$ cat config.mk
export PLATFORM = sky130hd
export DESIGN_NAME = gshare_pht_predictor
export DESIGN_NICKNAME = d
export VERILOG_FILES = /design/src/rtl/gshare_pht_predictor.sv
export SDC_FILE = /design/constraint.sdc
export NUM_CORES = 1
export LEC_CHECK = 0
export CAP_MARGIN = 15
export CELL_PAD_IN_SITES_DETAIL_PLACEMENT = 0
export CELL_PAD_IN_SITES_GLOBAL_PLACEMENT = 2
export CORE_ASPECT_RATIO = 2
export CORE_MARGIN = 2
export CORE_UTILIZATION = 30
export CTS_CLUSTER_SIZE = 25
export DETAILED_ROUTE_END_ITERATION = 10
export GPL_ROUTABILITY_DRIVEN = 1
export GPL_TIMING_DRIVEN = 0
export PLACE_DENSITY_LB_ADDON = 0.12
export REMOVE_ABC_BUFFERS = 1
export SLEW_MARGIN = 20
export SYNTH_ARGS = -nofsm -noshare
export SYNTH_HDL_FRONTEND = slang
export SYNTH_SLANG_ARGS = --single-unit
export TNS_END_PERCENT = 20
$ cat constraint.sdc
create_clock -name clk -period 2.44 [get_ports clk]
set_clock_uncertainty 0.1 [all_clocks]
set_input_delay 0.244 -clock clk [delete_from_list [all_inputs] [get_ports clk]]
set_output_delay 0.244 -clock clk [all_outputs]
set_load 0.02 [all_outputs]
$ cat src/rtl/gshare_pht_predictor.sv
// rtl/gshare_pht_predictor.sv - gshare branch predictor: GHR-xor-PC indexed PHT of saturating counters
// GSHARE_BYPASS_EN: forward a same-cycle same-index update into the prediction read.
module gshare_pht_predictor #(
  parameter int HIST_W = 4,
  parameter int CTR_W  = 2,
  parameter int PC_LSB = 2
) (
  input  logic              clk,
  input  logic              reset,
  input  logic              pred_valid,
  input  logic [31:0]       pred_pc,
  output logic              pred_out_valid,
  output logic              pred_taken,
  output logic [HIST_W-1:0] pred_index,
  output logic [HIST_W-1:0] pred_ghr,
  input  logic              upd_valid,
  input  logic [HIST_W-1:0] upd_index,
  input  logic              upd_taken,
  input  logic              upd_mispredict,
  input  logic [HIST_W-1:0] upd_ghr
);

  localparam int DEPTH = 1 << HIST_W;
  localparam logic [CTR_W-1:0] CTR_INIT = {1'b0, {(CTR_W-1){1'b1}}};
  localparam logic [CTR_W-1:0] CTR_MAX  = '1;
  localparam logic [CTR_W-1:0] CTR_ONE  = {{(CTR_W-1){1'b0}}, 1'b1};

  logic [HIST_W-1:0] ghr;
  logic [CTR_W-1:0]  pht [DEPTH];
  logic [HIST_W-1:0] rd_index;
  logic [CTR_W-1:0]  rd_ctr;
  logic [CTR_W-1:0]  upd_ctr;
  logic [CTR_W-1:0]  upd_next;
  logic              taken;
  logic              unused_bits;

  assign unused_bits = ^{pred_pc, upd_ghr[HIST_W-1]};

  always_comb begin
    rd_index = pred_pc[PC_LSB +: HIST_W] ^ ghr;
    upd_ctr  = pht[upd_index];
    upd_next = upd_ctr;
    if (upd_taken) begin
      if (upd_ctr != CTR_MAX) upd_next = upd_ctr + CTR_ONE;
    end else begin
      if (upd_ctr != '0) upd_next = upd_ctr - CTR_ONE;
    end
`ifdef GSHARE_BYPASS_EN
    rd_ctr = (upd_valid && (upd_index == rd_index)) ? upd_next : pht[rd_index];
`else
    rd_ctr = pht[rd_index];
`endif
    taken = rd_ctr[CTR_W-1];
  end

  always_ff @(posedge clk or posedge reset) begin
    if (reset) begin
      for (int i = 0; i < DEPTH; i++) pht[i] <= CTR_INIT;
    end else if (upd_valid) begin
      pht[upd_index] <= upd_next;
    end
  end

  // Recovery from a mispredict wins over the speculative shift of a same-cycle request.
  always_ff @(posedge clk or posedge reset) begin
    if (reset) begin
      ghr <= '0;
    end else if (upd_valid && upd_mispredict) begin
      ghr <= {upd_ghr[HIST_W-2:0], upd_taken};
    end else if (pred_valid) begin
      ghr <= {ghr[HIST_W-2:0], taken};
    end
  end

  always_ff @(posedge clk or posedge reset) begin
    if (reset) begin
      pred_out_valid <= 1'b0;
      pred_taken     <= 1'b0;
      pred_index     <= '0;
      pred_ghr       <= '0;
    end else begin
      pred_out_valid <= pred_valid;
      if (pred_valid) begin
        pred_taken <= taken;
        pred_index <= rd_index;
        pred_ghr   <= ghr;
      end
    end
  end

endmodule

# Word level (Yosys, flattened, before mapping)

Cells that the tools add are included.

Bits in registers: 46
Latch bits: 0
Memory bits (writable): 0
ROM bits: 0
Input bits: 46
Output and inout port bits: 10
Logic and storage cells: 48
Memories kept: 0

Add/subtract/negate cells: 2
$mul: 0
Divide/modulo/power cells: 0
Magnitude comparators: 3
Equality and inequality tests: 1
Shifts and indexed selects: 0
Muxes and demuxes: 14
Bitwise logic cells: 3
Reductions and logical operators: 4

Operators with widths:

| kind                                                      | number |
|---|---|
| bitwise mux 32 bit                                        | 1 |
| binary-select mux 2 bit (select 4 bit)                    | 2 |
| two-way mux 2 bit                                         | 8 |
| greater-or-equal comparator 5 bit (second input constant) | 2 |
| inverter 4 -> 5 bit                                       | 2 |
| demux 2 bit (select 4 bit)                                | 1 |
| two-way mux 4 bit                                         | 2 |
| < comparator 5 x 1 -> 1 bit (second input constant)       | 1 |
| nonzero test 2 bit                                        | 2 |
| XOR 4 bit                                                 | 1 |
| adder 2 x 1 -> 2 bit (second input constant)              | 1 |
| logical AND 1 bit                                         | 2 |
| != test 2 bit (second input constant)                     | 1 |
| subtractor 2 x 1 -> 2 bit (second input constant)         | 1 |

# Longest topological paths before layout

Word-level depth: 8
Mapped depth: 5
Depth with buffers taken out: 4

# Worst setup path before layout

OpenSTA, ideal clock, no wires.

Path type: flip-flop to flip-flop
From: reg ghr[0]
To: reg ghr[0]
Setup time: 0.136 ns
Data arrival time: 1.742 ns
Required time: 2.204 ns
Setup slack: 0.462 ns
Cell stages (with the launch flop): 5
Buffers on the path: 0
Period minus slack after synthesis: 1.978 ns
Cell sequence: dfrtp_1 -> xnor2_1 -> mux4_2 -> o221ai_1 -> o211ai_1

Cells in the longest elaborated chain, start to end: 7

RTL lines:

| item                                                  | RTL line | text |
|---|---|---|
| start: declaration                                    | 28       | `logic [HIST_W-1:0] ghr;` |
| start signal: assignment                              | 69       | `ghr <= {upd_ghr[HIST_W-2:0], upd_taken};` |
| start signal: assignment                              | 71       | `ghr <= {ghr[HIST_W-2:0], taken};` |
| XOR 4 bit                                             | 40       | `rd_index = pred_pc[PC_LSB +: HIST_W] ^ ghr;` |
| inverter 4 -> 5 bit (not written as such)             | 51       | `rd_ctr = pht[rd_index];` |
| binary-select mux 2 bit (select 4 bit)                | 51       |  |
| two-way mux 2 bit (not written as such) (2 in series) | 51       |  |
| two-way mux 4 bit                                     | 70       | `end else if (pred_valid) begin` |
| two-way mux 4 bit                                     | 68       | `end else if (upd_valid && upd_mispredict) begin` |

No other way between the ends. The select of a mux whose other input is x is not followed.
A chain may end at the register's enable or synchronous reset.

# Worst setup path after layout

From: in upd_index[1]
To: reg pht[23] in the netlist's numbering

Cells in the longest elaborated chain, start to end: 8
Elaborated cells between the ends (all ways): 17
Classes of those cells: add/sub: 2; order compare: 2; eq/ne: 1; mux: 9; bitwise: 1; reduce/logical: 2

RTL lines:

| item                                                  | RTL line | text |
|---|---|---|
| start: declaration                                    | 17       | `input logic [HIST_W-1:0] upd_index,` |
| inverter 4 -> 5 bit (not written as such) (*)         | 41, 60   |  |
| binary-select mux 2 bit (select 4 bit)                | 41       | `upd_ctr = pht[upd_index];` |
| two-way mux 2 bit (not written as such) (2 in series) | 41       |  |
| subtractor 2 x 1 -> 2 bit (tied with other cells)     | 46       | `if (upd_ctr != '0) upd_next = upd_ctr - CTR_ONE;` |
| two-way mux 2 bit (on tied branches)                  | 46, 44   |  |
| two-way mux 2 bit                                     | 43       | `if (upd_taken) begin` |
| bitwise mux 32 bit (*)                                | 60       | `pht[upd_index] <= upd_next;` |
| end signal: indexed assignment                        | 60       |  |
| end: declaration                                      | 29       | `logic [CTR_W-1:0] pht [DEPTH];` |

Mark *: on every way between the ends. The rest lies on a longest branch, timed or not. The select of a mux whose other input is x is not followed.

==> flow_summary_export.csv <==
group,metric,value,unit
outcome,status,"finished clean",
finish,fill_cells,753,
sta,finalSetupViolations,0,
clocking,cts_num_sinks,46,
pwr,irDropWorstVdd,0.363,mV
place,io_buffers,26,
sta,setup_tns,0,ps
pwr,seqPwrFrac,0.451,
clocking,clkTransAtPathRegs,60,ps
place,dp_hpwl,4170,um
finish,finalCoreUtilization,0.373,
setup_path,critPathLaunchType,"input pin",
logic_synthesis,yosys_warnings,0,
pwr,p_switching,793,uW
sta,setup_ws,95.2,ps
logic_synthesis,yosysUniqueCellTypes,26,
sta,period_share,0.961,
setup_path,cp_max_fo,12,
grt,antenna_found_initial,0,
sta,rsz0062_at_grt,"false",
finish,finalNonFillerCells,291,
grt,track_usage,0.140,
route,wirelength,5340,um
setup_path,end_kind,"flip-flop",
pwr,internal_power,1930,uW
route,num_vias,1483,
setup_path,required,2510,ps
finish,syn2layout_area_growth,21.0,%
clocking,tritoncts,"done",
die,start_util,0.309,
logic_synthesis,syn_area_per_cell,13.8,sq um
finish,antenna_cells,0,
logic_synthesis,ys_seq_area_frac,0.499,
logic_synthesis,synth_area_leaders,"dfrtp_1 (32%), mux2_2 (20%), dfstp_2 (18%)",
pwr,power,2720,uW
clocking,htreeDepth,2,
finish,drive_gt1_frac,0.421,
finish,final_nets,243,
clocking,ctsHoldBuffers,0,
die,die_h,129,um
sta,slew-limit-headroom,0.507,
grt,grt_pass1_vias,1616,
finish,register_area,1170,sq um
route,dr.pass1.iters,4,
logic_synthesis,synth_most_common_cell,"mux2_2",
route,ant_nets,0,
route,viasPerCell,5.10,
logic_synthesis,synth_cells,170,
route,wl_per_cell,18.3,um
sta,tightest_slew,736,ps
place,gp_congestion,0.730,
pwr,clockPowerShare,0.236,
logic_synthesis,ys_top_cells_by_count,"mux2_2 (41), dfrtp_1 (30), nor2_1 (17)",
place,dp.cells,284,
logic_synthesis,synth_edf_count,0,
grt,grt_first_pass_wirelength,8600,um
pwr,p_per_area,960,nW/um^2
place,pre_cts_ws,-591,ps
route,drt_iter0_drc,41,
logic_synthesis,synth_flop_cell,"dfrtp_1",
die,core-area,7600,sq um
logic_synthesis,yosys.area.top_type,"dfrtp_1",
sta,maxSlewViolCount,0,
die,io_pins,56,
grt,grt_max_degree,31,
logic_synthesis,ys_ff_latch,46,
die,row_count,45,
logic_synthesis,yosys.area.top_type_share,0.320,
clocking,clk_latency,280,ps
logic_synthesis,async_reset_ff_frac,1.00,
clocking,numCtsBuffers,5,
finish,multi_input_comb_area,1130,sq um
setup_path,crit_arrival,2420,ps
die,dieArea,8590,sq um
sta,min_period,2340,ps
grt,grt-ovfl-total,0,
sta,final_hold_viol_count,0,
die,die_x,66.5,um
clocking,cts_root_buf,"clkbuf_16",
sta,timing.fmax,0.426,GHz
setup_path,critPathKind,"in -> reg",
pwr,comb_power_share,0.313,
logic_synthesis,syn-cell-area,2350,sq um
clocking,clk_path_buf_depth,2,
route,drc,0,
hold_path,hp-class,"in -> async",
pwr,netSwitchingFraction,0.291,
flow_run,cap_violations,0,
pwr,leakage,0.00114,uW
logic make-up (layout without fill, tap and decap cells):
kind of cell | count (synthesis) | in the layout | synth area share
buf+inv | 9 | 36 | 0.0208
simple gates | 35 | 35 | 0.0715
mux | 58 | 58 | 0.335
fa+ha+maj | 4 | 4 | 0.0192
xor+xnor | 4 | 4 | 0.0149
compound gates | 14 | 14 | 0.0395
flops | 46 | 46 | 0.499
layout by cell type, fill, tap and decap left out, types with 2 or more instances in the layout:
master            n
a21oi_1           6
mux4_2           11
dfstp_2          16
clkinv_2          2
mux2i_1           5
maj3_2            4
nor2_1           17
nand3b_1          4
o221ai_1          3
nand2b_1          4
mux2_2           41
clkbuf_16         5
dfrtp_1          30
xnor2_1           2
nand2_1           4
clkdlybuf4s50_1  24
o211ai_1          2
nand3_1           3
final timing paths:
kind                       slack [ps]           from  cells after the start             to
max in group asynchronous        1510          reset                      3        pht[14]
setup reg to reg                  410        pht[25]                      4        pht[23]
hold reg to reg                   380  pred_index[1]                      1  pred_index[1]
hold / removal                    160          reset                      2        pht[27]
setup / recovery                  100   upd_index[1]                      5        pht[23]
min in group clk                  380  pred_index[1]                      1  pred_index[1]
layer usage:
metal / vias up / part of all wire / global-route usage
met5: - / 0 / 0
met4: 0 / 0.018 / 0.0612
met3: 6 / 0.033 / 0.0243
met2: 29 / 0.58 / 0.268
met1: 767 / 0.37 / 0.141
li1: 681 / - / -
power by group through the flow:
stage                     sequential, uW  clock, uW  combinational [uW]
final                               1230        642                 854
after global routing                1260        705                 928
after CTS                           1230        671                 867
after detailed placement            1250          0                 863
after global placement              1220          0                 841
after floorplan                     1240          0                 550
critical path, stage by stage:
cell and delay, ps:
dlygate4sd2_1 620, mux4_2 590, mux2_2 300, maj3_2 370, mux2_2 280
cell type report:
cell class | count | share of cell area
Clock buffer | 5 | 0.0441
Clock inverter | 2 | 0.00353
Inverter | 2 | 0.00264
Multi-Input combinational cell | 115 | 0.399
Sequential cell | 46 | 0.413
Tap cell | 94 | 0.0414
Timing Repair Buffer | 27 | 0.0965
state kept, by name (all words and copies together) (netlist names):
register / cells
pred_out_valid: 1
ghr: 4
pred_ghr: 4
pred_index: 4
pred_taken: 1
pht: 32
stage by stage:
stage	hold slack [ps]	instance area [sq um]
floorplan	175	2300
global placement	368	2680
detailed placement	375	2700
CTS	161	2840
global route	176	2840
finish	161	2840
repair_timing:
item                                    4_1_cts  5_1_grt
buffers inserted                              0        0
endpoints found under the setup margin       32       13
gates resized for setup                       3        2
(Power assumes the default switching activity.)
